===== config.mk =====
export PLATFORM = sky130hd
export DESIGN_NAME = nibble_serial_sub32_flat
export DESIGN_NICKNAME = d
export VERILOG_FILES = /design/src/rtl/nibble_serial_sub32_if.sv /design/src/rtl/nibble_serial_sub32.sv /design/src/flat_wrapper.sv
export SDC_FILE = /design/constraint.sdc
export NUM_CORES = 1
export LEC_CHECK = 0
export ABC_AREA = 1
export BUFFER_PORTS_ARGS = -buffer_cell sky130_fd_sc_hd__buf_2
export CORE_MARGIN = 2
export CORE_UTILIZATION = 50
export CTS_CLUSTER_DIAMETER = 40
export CTS_CLUSTER_SIZE = 12
export DETAILED_ROUTE_END_ITERATION = 6
export HOLD_SLACK_MARGIN = 0.1
export PLACE_DENSITY_LB_ADDON = 0.2
export SETUP_SLACK_MARGIN = 0.2
export SLEW_MARGIN = 10
export SYNTH_ARGS = -nofsm -noshare
export SYNTH_HDL_FRONTEND = slang
export SYNTH_SLANG_ARGS = --single-unit

===== constraint.sdc =====
create_clock -name clk -period 5 [get_ports clk]
set_input_delay 0.75 -clock clk [delete_from_list [all_inputs] [get_ports clk]]
set_output_delay 0.75 -clock clk [all_outputs]
set_load 0.05 [all_outputs]

===== src/rtl/nibble_serial_sub32_if.sv =====
// Start/done handshake and result bus for the nibble-serial 32-bit subtractor.
// The slave side (the subtractor) also exposes its FSM state for checkers.
interface nibble_serial_sub32_if;
  logic        start;
  logic [31:0] a;
  logic [31:0] b;
  logic        bin;
  logic        busy;
  logic        done;
  logic [31:0] diff;
  logic        bout;
  logic        zero;
  logic        ovf;
  logic [3:0]  dbg_state;

  // start is sampled only while busy=0; done is a one-cycle pulse and the
  // result fields are valid from that cycle until the next completion.
  modport master (
    output start, a, b, bin,
    input  busy, done, diff, bout, zero, ovf, dbg_state
  );

  modport slave (
    input  start, a, b, bin,
    output busy, done, diff, bout, zero, ovf, dbg_state
  );
endinterface


===== src/rtl/nibble_serial_sub32.sv =====
// 32-bit subtractor diff = a - b - bin computed one nibble per clock through
// a single 4-bit datapath, LSB nibble first, with a registered borrow.
module nibble_serial_sub32 (
  input  logic                  clk,
  input  logic                  rst_n,
  nibble_serial_sub32_if.slave  bus
);

  typedef enum logic {S_IDLE, S_RUN} state_t;

  state_t      r_state;
  logic [2:0]  r_k;
  logic        r_borrow;
  logic [31:0] r_a;
  logic [31:0] r_b;
  logic [31:0] r_acc;
  logic        r_busy;
  logic        r_done;
  logic [31:0] r_diff;
  logic        r_bout;
  logic        r_zero;
  logic        r_ovf;

  logic [4:0]  w_idx;
  logic [3:0]  w_a_nib;
  logic [3:0]  w_b_nib;
  logic [4:0]  w_sum;
  logic [31:0] w_res;

  assign w_idx   = {r_k, 2'b00};
  assign w_a_nib = r_a[w_idx +: 4];
  assign w_b_nib = r_b[w_idx +: 4];
  // a - b - borrow as a + ~b + ~borrow; carry out is the inverted borrow
  assign w_sum   = {1'b0, w_a_nib} + {1'b0, ~w_b_nib} + {4'b0000, ~r_borrow};

  always_comb begin
    w_res = r_acc;
    w_res[w_idx +: 4] = w_sum[3:0];
  end

  always_ff @(posedge clk) begin
    if (!rst_n) begin
      r_state  <= S_IDLE;
      r_k      <= 3'd0;
      r_borrow <= 1'b0;
      r_a      <= 32'd0;
      r_b      <= 32'd0;
      r_acc    <= 32'd0;
      r_busy   <= 1'b0;
      r_done   <= 1'b0;
      r_diff   <= 32'd0;
      r_bout   <= 1'b0;
      r_zero   <= 1'b0;
      r_ovf    <= 1'b0;
    end else begin
      r_done <= 1'b0;
      case (r_state)
        S_IDLE: begin
          if (bus.start) begin
            r_a      <= bus.a;
            r_b      <= bus.b;
            r_borrow <= bus.bin;
            r_k      <= 3'd0;
            r_acc    <= 32'd0;
            r_busy   <= 1'b1;
            r_state  <= S_RUN;
          end
        end
        S_RUN: begin
          r_acc    <= w_res;
          r_borrow <= ~w_sum[4];
          r_k      <= r_k + 3'd1;
          // Results reach the outputs only on the last slice
          if (r_k == 3'd7) begin
            r_diff  <= w_res;
            r_bout  <= ~w_sum[4];
            r_zero  <= ~|w_res;
            r_ovf   <= (r_a[31] != r_b[31]) && (w_res[31] != r_a[31]);
            r_busy  <= 1'b0;
            r_done  <= 1'b1;
            r_state <= S_IDLE;
          end
        end
        default: r_state <= S_IDLE;
      endcase
    end
  end

  assign bus.busy      = r_busy;
  assign bus.done      = r_done;
  assign bus.diff      = r_diff;
  assign bus.bout      = r_bout;
  assign bus.zero      = r_zero;
  assign bus.ovf       = r_ovf;
  assign bus.dbg_state = {(r_state == S_RUN), r_k};

endmodule

===== src/flat_wrapper.sv =====
// flat-port wrapper written by rule: the top's interface ports become plain ports
module nibble_serial_sub32_flat 
  (clk, rst_n, bus_start, bus_a, bus_b, bus_bin, bus_busy, bus_done, bus_diff, bus_bout, bus_zero, bus_ovf, bus_dbg_state);
  nibble_serial_sub32_if bus_i ();
  input  logic clk;
  input  logic rst_n;
  input wire logic [$bits(bus_i.start)-1:0] bus_start;
  input wire logic [$bits(bus_i.a)-1:0] bus_a;
  input wire logic [$bits(bus_i.b)-1:0] bus_b;
  input wire logic [$bits(bus_i.bin)-1:0] bus_bin;
  output wire logic [$bits(bus_i.busy)-1:0] bus_busy;
  output wire logic [$bits(bus_i.done)-1:0] bus_done;
  output wire logic [$bits(bus_i.diff)-1:0] bus_diff;
  output wire logic [$bits(bus_i.bout)-1:0] bus_bout;
  output wire logic [$bits(bus_i.zero)-1:0] bus_zero;
  output wire logic [$bits(bus_i.ovf)-1:0] bus_ovf;
  output wire logic [$bits(bus_i.dbg_state)-1:0] bus_dbg_state;
  assign bus_i.start = bus_start;
  assign bus_i.a = bus_a;
  assign bus_i.b = bus_b;
  assign bus_i.bin = bus_bin;
  assign bus_busy = bus_i.busy;
  assign bus_done = bus_i.done;
  assign bus_diff = bus_i.diff;
  assign bus_bout = bus_i.bout;
  assign bus_zero = bus_i.zero;
  assign bus_ovf = bus_i.ovf;
  assign bus_dbg_state = bus_i.dbg_state;
  nibble_serial_sub32 u_core (.clk(clk), .rst_n(rst_n), .bus(bus_i));
endmodule

==> results of run 1 <==
## area by class of cell
type | instances | area (um^2)
clock buffers | 25 | 495
clock inverters | 7 | 113
fillers | 1129 | 4670
inverters | 40 | 150
multi-input cells | 623 | 2940
flip-flops and latches | 138 | 2760
well taps | 147 | 184
repair buffers | 115 | 593
## power groups by stage
stage / registers (W) / logic (W) / clock network, W
after floorplan: 0.00120 / 0.000274 / 0
after global placement: 0.00120 / 0.000389 / 0
after detailed placement: 0.00120 / 0.000394 / 0
after CTS: 0.00117 / 0.000396 / 0.00131
after global routing: 0.00118 / 0.000449 / 0.00135
final: 0.00117 / 0.000399 / 0.00129
## cell families after synthesis
kind of cell	share of synthesized area
AOI/OAI and AO/OA	0.184
and+or+nand+nor	0.281
buffers and inverters	0.0558
adders and majority gates	0.0212
DFF	0.458
## stage by stage
step | setup WS (ns) | cell area, um^2 | power (W) | instances
global route | 1.10 | 7240 | 0.00298 | 1095
detailed placement | 1.48 | 6630 | 0.00159 | 1063
finish | 1.39 | 7240 | 0.00287 | 1095
floorplan | 1.66 | 6030 | 0.00147 | 847
global placement | 1.58 | 6630 | 0.00159 | 1063
CTS | 1.46 | 7240 | 0.00288 | 1095
## placed cells by master (no fill, tap or decap), types with 6 or more instances in the layout
cell	netlist	final
nor2_1	191	189
nand2_1	169	168
dfxtp_1	138	138
o21ai_0	113	113
buf_2	5	108
a21oi_1	35	35
inv_1	31	31
nand3_1	26	26
o21ai_1	17	17
clkbuf_16	0	17
a22o_1	12	12
o22ai_1	12	12
inv_2	9	9
ha_1	7	7
buf_4	2	7
nor2_4	6	6
## layer usage
metal | global-route usage | wire length, um | share of wire | up-vias
met3 | 0.0696 | 897 | 0.058 | 23
met5 | 0 | 0 | 0 | -
li1 | - | - | - | 2962
met4 | 0.0943 | 303 | 0.020 | 0
met1 | 0.319 | 7050 | 0.46 | 2624
met2 | 0.407 | 7240 | 0.47 | 169
## cells in the mapped netlist, types with 7 or more instances
library cell,count,area share
nor2_1,191,0.12
nand2_1,169,0.11
dfxtp_1,138,0.46
o21ai_0,113,0.094
clkbuf_1,36,0.022
a21oi_1,35,0.029
inv_1,31,0.019
nand3_1,26,0.022
o21ai_1,17,0.014
a22o_1,12,0.017
o22ai_1,12,0.012
inv_2,9,0.0056
ha_1,7,0.015
## flip-flops by register name, indices dropped and copies added, names as in the netlist
register and count:
u_core.bus.bout 1, u_core.bus.busy 1, u_core.bus.diff 32, u_core.bus.done 1
u_core.bus.ovf 1, u_core.bus.zero 1, u_core.r_a 32, u_core.r_acc 32
u_core.r_b 32, u_core.r_borrow 1, u_core.r_k 3, u_core.r_state 1
## final timing paths
kind / cells after the start / startpoint / slack (ns) / end
worst max-delay path: 17 / u_core.r_k[1] / 1.39 / u_core.bus.zero
worst min-delay path: 2 / u_core.bus.diff[1] / 0.45 / u_core.bus.diff[1]
worst min register to register: 2 / u_core.bus.diff[1] / 0.45 / u_core.bus.diff[1]
worst max register to register: 17 / u_core.r_k[1] / 1.39 / u_core.bus.zero
## tightest hold or removal path, cell delays in order, from the launching register on
cell	delay [ns]
dfxtp_1	0.32
nand2_1	0.05
o21ai_0	0.05
==> results.md, run 1 <==
* Final core utilization at 0.608
* Iteration-0 DRC count of the detailed router at 403
* Hold Vio Cnt, Final at 0
* Wire length per cell at 14.1 um
* Ant. Diodes at 0
* Clk buf depth at 2
* GRT Total Usage at 0.250
* Clock tree from TritonCTS: yes
* Combinational share of power at 0.139
* Clk_lat worst skew at 0.43 ns
* Drt total wl at 15500 um
* First-pass GRT wire length at 25500 um
* Worst setup SP type: register
* Level count of the clock H-tree at 4
* Final Max Slew Viols at 0
* DRC Markers at 0
* Switching Fraction at 0.267
* Number of global-route vias before repair at 5346
* Vert. Die Dim at 114 um
* Setup TNS at 0 ns
* Arrival @ worst endpoint at 3.99 ns
* Cells after Synth at 847
* Core area at 11900 um^2
* Largest net degree at the start of global routing at 69
* Family with the most delay on the worst path: adder cells
* Antenna viol nets, final at 0
* Yosys cell types at 33
* Total grt overflow at 0
* Avg Inst Size Synth at 7.12 um^2
* Hold Path Class: register to register
* Number of port buffers at 108
* Die ar. at 13000 um^2
* Clk sinks at 138
* Mapped Area at 6030 um^2
* Critical-path maximum fanout at 19
* Fin nets at 1012
* Sw Pwr at 0.000765 W
* Vias per inst at 5.28
* Worst Max-Slew Pin Slew at 1.06 ns
* Static leakage at 3.17 nW
* CP cell instances: inv_2, o21ai_0, o22ai_1, nand2_1, o311ai_0, fa_1, inv_1, fa_1, inv_1, nand2_1, o21ai_0, nand2_1, nor2_1, nand2_1, nor2_1, nand3_1, nand2_1
* Critical path class: register to register
* Row Count at 40
* Cts repair resizes at 0
* Final period utilization at 0.721
* Area delta synth->final at 20.0%
* Final Setup Violations at 0
* Clock share of power at 0.451
* Syn. warnings at 0
* Routability cong. at 0.874
* Number of enable flip-flop cells after synthesis at 0
* CTS buffer count at 17
* Clock root buffer: clkbuf_16
* Sequential element share of the synthesized area at 0.458
* WP buf/inv at 3
* Slowest cell delay on critical path at 0.71 ns
* Max Cap Violations at 0
* Worst VDD drop at 204 uV
* Dpl hpwl at 10500 um
* Ports at 109
* First drt pass iteration count at 5
* Crit-path slowest cell: dfxtp_1
* Setup Skew at 0.0119 ns
* Worst setup EP type: register
* Synthesized flop and latch total at 138
* Final Critical Period at 3.61 ns
* Vias post-DR at 5778
* Initial Utilization at 0.506
* Critical path data required time at 5.38 ns
* Status: finished, final reports clean
* Top FF cell, synth: dfxtp_1
* Layout cells sized above 1 at 0.185
* Die Wd at 114 um
* Pwr/cell area at 396 nW/um^2
* Setup Buffers After CTS at 0
* Cts hold-fix bufs at 0
* Cell mode on critical path: nand2_1
* Async S/R FF share, synth at 0
* Clock-pin slew on the worst setup and hold paths at 0.06 ns
* Internal at 0.00210 W
* Mapped Nets at 924
* Hold WS at 0.450 ns
* Achievable clock frequency at 0.277 GHz
* Headroom to the max-slew limit at 0.295
* RSZ-0062 raised after global routing: false
* Initial antenna violation count at 0
* Flop pwr share at 0.409
Note: power is estimated with default switching activity, not from simulation.
==> run 2: changes to the inputs <==
Settings changed: ABC_AREA 1 to 0.
Clock period 5 ns to 3 ns, I/O delays scaled along.
==> results.md, run 2 <==
* Largest net degree at the start of global routing at 72
* Design area at 8240 um^2
* Worst VDD drop at 337 uV
* Antenna viol nets, final at 0
* Clk_lat worst skew at 0.43 ns
* Setup Skew at 0.00606 ns
* Die Wd at 115 um
* Async S/R FF share, synth at 0
* Fin nets at 947
* Hold Startpoint: bus_a[26]
* Area leader, netlist: dfxtp_1
* Final Setup Violations at 1
* Hold EP: u_core.r_a[26]
* Worst setup EP type: register
* Syn. warnings at 0
* Pwr/cell area at 594 nW/um^2
* Clock root buffer: clkbuf_16
* Cells after Synth at 732
* Layout cells sized above 1 at 0.337
* Area delta synth->final at 33.5%
* Core area at 12000 um^2
* Hold Vio Cnt, Final at 0
* Total grt overflow at 0
* Headroom to the max-slew limit at 0.426
* GRT Total Usage at 0.265
* Cts hold-fix bufs at 0
* Row Count at 40
* Most frequent cells in the layout: nand2_1, dfxtp_1, buf_2
* Yosys cell types at 61
* R2R Setup Slk at -0.01 ns
* Vias per inst at 5.70
* Met2 Usage GRT at 0.452
* First-pass GRT wire length at 27200 um
* Initial Utilization at 0.514
* Synth top cells by count: nand2_1, dfxtp_1, a21oi_1
* Die ar. at 13200 um^2
* Most common cell after layout, fill and taps aside: nand2_1
* Mapped Area at 6170 um^2
* CTS buffer count at 17
* Max Cap Violations at 0
* Final Critical Period at 3.01 ns
* WP buf/inv at 3
* Crit path from: u_core.r_k[0]
* Critical path data required time at 3.34 ns
* Met3 GRT Util at 0.0511
* WHS Path Cells at 3
* Final period utilization at 1.00
* Level count of the clock H-tree at 4
* Dpl hpwl at 11700 um
* Mapped Nets at 809
* Number of enable flip-flop cells after synthesis at 0
* Yosys top cell area share at 0.448
* Worst r2r src: u_core.r_k[0]
* RSZ-0062 raised after global routing: true
* Number of port buffers at 108
* Clk sinks at 138
* Routability cong. at 0.886
* Met1 global-route usage at 0.317
* Ports at 109
* Iteration-0 DRC count of the detailed router at 322
* Vias post-DR at 5870
* Critical path class: register to register
* Hold WS at 0.256 ns
* Drt total wl at 17400 um
* Fillers at 994
* Slowest cell delay on critical path at 0.49 ns
* Critical-path maximum fanout at 5
* Synthesized flop and latch total at 138
* Status: finished, violations left
* Worst Max-Slew Pin Slew at 0.858 ns
* Busiest metal layer after global routing: met2
* DRC Markers at 0
* Hold Path Class: input port to register
* Sequential element share of the synthesized area at 0.448
* First drt pass iteration count at 5
* Clk buf depth at 2
* Initial antenna violation count at 0
* Area contributors post-synth: dfxtp_1, nand2_1, a21oi_1
* Crit-path slowest cell: mux4_2
* Worst r2r dst: u_core.bus.zero
* Static leakage at 3.27 nW
* Worst setup SP type: register
* Failing checks: setup timing
* Final Max Slew Viols at 0
* Number of global-route vias before repair at 5580
* Placed cell area at 7070 um^2
* Arrival @ worst endpoint at 3.35 ns
* Vert. Die Dim at 115 um
* Post-route setup slack at -0.0111 ns
* Worst r2r path cells at 12
* Clock-pin slew on the worst setup and hold paths at 0.06 ns
* Place WS at -0.0584 ns
* Cell with the most instances after synthesis: nand2_1
* Family with the most delay on the worst path: adder cells
* Final core utilization at 0.686
* Avg Inst Size Synth at 8.43 um^2
* Top FF cell, synth: dfxtp_1
* Achievable clock frequency at 0.332 GHz
* CP cell instances: buf_12, mux4_2, nand2_2, nand2_2, fa_2, inv_2, fa_2, inv_2, and3_1, o21ai_0, a221o_1, o31ai_1
* Clock tree from TritonCTS: yes
* Ant. Diodes at 0
* Wire length per cell at 16.9 um
## run 2: cell count changes after synthesis, sizes merged, moves of 24 or more
cell,change
nor2,-129
nand3,-27
a22oi,+24
o21ai,-123
a21oi,+59
inv,-31
## run 2: layer usage
metal,share of wire,vias to the layer above
met3,0.045,54
met5,0,-
li1,-,2840
met1,0.41,2777
met4,0.042,0
met2,0.51,199
## run 2: worst max path at each step
stage               slack (ns)               end  cells after the start
floorplan                -0.14   u_core.bus.zero                     14
global placement         -0.02   u_core.bus.zero                     11
detailed placement       -0.06   u_core.bus.zero                     11
CTS                       0.02   u_core.bus.zero                     11
global route             -0.08  u_core.r_acc[22]                     14
finish                   -0.01   u_core.bus.zero                     12
## run 2: where the power goes
group / internal [W] / switching [W] / total [W] / leakage, nW
Combinational: 0.000425 / 0.000485 / 0.000911 / 1.86
Sequential: 0.00189 / 0.0000416 / 0.00193 / 1.12
Clock: 0.00126 / 0.000792 / 0.00205 / 0.290
Total: 0.00358 / 0.00132 / 0.00489 / 3.27
## run 2: final cells by class
cell class / instances / area [um^2] / area share
clock buffer: 20 / 457 / 0.0555
clock inverter: 12 / 121 / 0.0147
inverter: 11 / 42.5 / 0.00517
multi-input combinational: 526 / 3470 / 0.421
sequential: 138 / 2770 / 0.336
tap: 147 / 184 / 0.0223
timing repair buffer: 176 / 1190 / 0.145
## run 2: through the flow
| step | cells | TNS, ns | power [W] |
|---|---|---|---|
| after floorplan | 732 | -0.141 | 0.00240 |
| after global placement | 971 | -0.0220 | 0.00263 |
| after detailed placement | 971 | -0.0584 | 0.00265 |
| after CTS | 1015 | 0 | 0.00478 |
| after global routing | 1030 | -0.261 | 0.00506 |
| final | 1030 | -0.0111 | 0.00489 |
## run 2: cell families (layout without fill, tap and decap cells)
family | after synthesis | in the layout | synth area share
simple gates | 296 | 296 | 0.207
buf+inv | 68 | 219 | 0.0446
compound gates | 185 | 185 | 0.190
flops | 138 | 138 | 0.448
mux | 35 | 35 | 0.0892
fa+ha+maj | 9 | 9 | 0.0207
xor+xnor | 1 | 1 | 0.00142
## run 2: tightest hold or removal path, delay by kind of cell
kind	cells	cell delay, ns
buffers and inverters	1	0.09
and+or+nand+nor	1	0.05
AOI/OAI and AO/OA	1	0.05
## run 2: timing repair
action | 4_1_cts | 5_1_grt
setup endpoints to repair | 28 | 44
gates resized for setup | 29 | 49
pin swaps | 14 | 36
buffers inserted | 12 | 14
gates cloned | 0 | 1
==> run 3: changes to the inputs <==
Settings changed: BUFFER_PORTS_ARGS -buffer_cell sky130_fd_sc_hd__buf_2 to not set, DONT_BUFFER_PORTS set to 1, RECOVER_POWER set to 25.
==> results.md, run 3 (same netlist as run 2, synthesis figures left out) <==
* Status: finished, final reports clean
* Initial Utilization at 0.514
* Setup TNS at 0 ns
* Slowest cell delay on critical path at 0.49 ns
* Hold Vio Cnt, Final at 0
* GRT Total Usage at 0.252
* Initial antenna violation count at 0
* Ant. Diodes at 0
* Cts hold-fix bufs at 0
* Drt total wl at 16400 um
* Fin nets at 822
* CP cell instances: buf_12, mux4_2, nand2_1, nand2_1, fa_2, inv_2, fa_2, inv_1, and3_1, o21ai_0, a221o_1, o31ai_1
* Final Critical Period at 2.92 ns
* Sw Pwr at 0.00124 W
* Static leakage at 2.66 nW
* Final Max Slew Viols at 0
* RSZ-0062 raised after global routing: true
* Worst setup SP type: register
* Final Setup Violations at 0
* Row Count at 40
* Area delta synth->final at 21.0%
* Switching Fraction at 0.253
* First-pass GRT wire length at 25900 um
* Internal at 0.00367 W
* Clock share of power at 0.455
* Max Cap Violations at 0
* Layout cells sized above 1 at 0.197
* Die ar. at 13200 um^2
* Family with the most delay on the worst path: adder cells
* Clk buf depth at 2
* Worst setup EP type: register
* WP buf/inv at 3
* Ports at 109
* Clk sinks at 138
* Clk_lat worst skew at 0.43 ns
* Setup Skew at 0.0119 ns
* Critical path class: register to register
* Achievable clock frequency at 0.342 GHz
* Critical-path maximum fanout at 7
* Combinational share of power at 0.151
* Most frequent cells in the layout: nand2_1, dfxtp_1, a21oi_1
* Total grt overflow at 0
* Worst VDD drop at 448 uV
* Clock root buffer: clkbuf_16
* Headroom to the max-slew limit at 0.266
* Routability cong. at 0.891
* Hold Path Class: input port to register
* CTS buffer count at 17
* Fillers at 1038
* Level count of the clock H-tree at 4
* Clock tree from TritonCTS: yes
* Antenna viol nets, final at 0
* Flop pwr share at 0.394
* Core area at 12000 um^2
* Vert. Die Dim at 115 um
* Number of port buffers at 0
* Most common cell after layout, fill and taps aside: nand2_1
* Wire length per cell at 18.1 um
* Dpl hpwl at 11300 um
* DRC Markers at 0
* Pwr/cell area at 658 nW/um^2
* Number of global-route vias before repair at 5180
* Final period utilization at 0.974
* First drt pass iteration count at 5
* Worst Max-Slew Pin Slew at 1.10 ns
* Placed cell area at 6510 um^2
* Critical path data required time at 3.34 ns
* Hold WS at 0.153 ns
* Iteration-0 DRC count of the detailed router at 311
* Design area at 7470 um^2
* Vias post-DR at 5341
* Die Wd at 115 um
* Largest net degree at the start of global routing at 67
* Crit-path slowest cell: mux4_2
* Arrival @ worst endpoint at 3.26 ns
* Clock-pin slew on the worst setup and hold paths at 0.06 ns
* Vias per inst at 5.90
==> run 3: cell types whose count changed in the layout (fill, tap and decap cells not counted), sizes merged <==
| cell | previous run | this run |
|---|---|---|
| clkbuf | 22 | 26 |
| buf | 174 | 46 |
| clkinvlp | 1 | 2 |
| clkinv | 9 | 6 |
| inv | 11 | 10 |
| bufinv | 2 | 4 |
==> run 3: worst paths after layout <==
path                     endpoint  slack (ns)  cells after the start      startpoint
setup / recovery  u_core.bus.zero        0.08                     12   u_core.r_k[0]
hold / removal     u_core.r_b[15]        0.15                      2       bus_b[15]
setup reg to reg  u_core.bus.zero        0.08                     12   u_core.r_k[0]
hold reg to reg    u_core.r_b[16]        0.46                      2  u_core.r_b[16]
==> run 3: cell type report <==
cell class,instances,area [um^2],share of cell area
timing repair buffer,51,458,0.0613
inverter,11,42.5,0.00570
sequential,138,2770,0.371
tap,147,184,0.0246
clock buffer,21,472,0.0632
clock inverter,11,165,0.0221
multi-input combinational,526,3380,0.452
==> run 3: timing repair <==
item	in CTS	in global routing
buffers inserted	7	5
gates resized for setup	13	32
pin swaps	7	14
endpoints found under the hold margin	0	0
cloned	0	1
setup endpoints to repair	32	38
==> run 3: per-stage QoR <==
step | setup WS, ns | total power, W | instances | utilization
4_1_cts | 0.0356 | 0.00486 | 899 | 0.606
3_3_place_gp | 0.0273 | 0.00256 | 860 | 0.542
2_1_floorplan | -0.141 | 0.00240 | 732 | -
5_1_grt | -0.0673 | 0.00510 | 905 | 0.622
3_5_place_dp | 0.00930 | 0.00258 | 860 | 0.542
6_report | 0.0789 | 0.00491 | 905 | 0.622
==> run 3: power groups by stage <==
stage | Clock [W] | Combinational, W | Sequential, W
after floorplan | 0 | 0.000436 | 0.00196
final | 0.00224 | 0.000740 | 0.00193
after global placement | 0 | 0.000591 | 0.00197
after CTS | 0.00226 | 0.000667 | 0.00193
after detailed placement | 0 | 0.000605 | 0.00197
after global routing | 0.00236 | 0.000797 | 0.00194
==> run 3: metal layers <==
metal	vias up	global-route usage	routed length [um]
li1	2589	-	-
met1	2535	0.302	6820
met2	173	0.416	8230
met3	44	0.0759	897
met4	0	0.121	450
met5	-	0	0
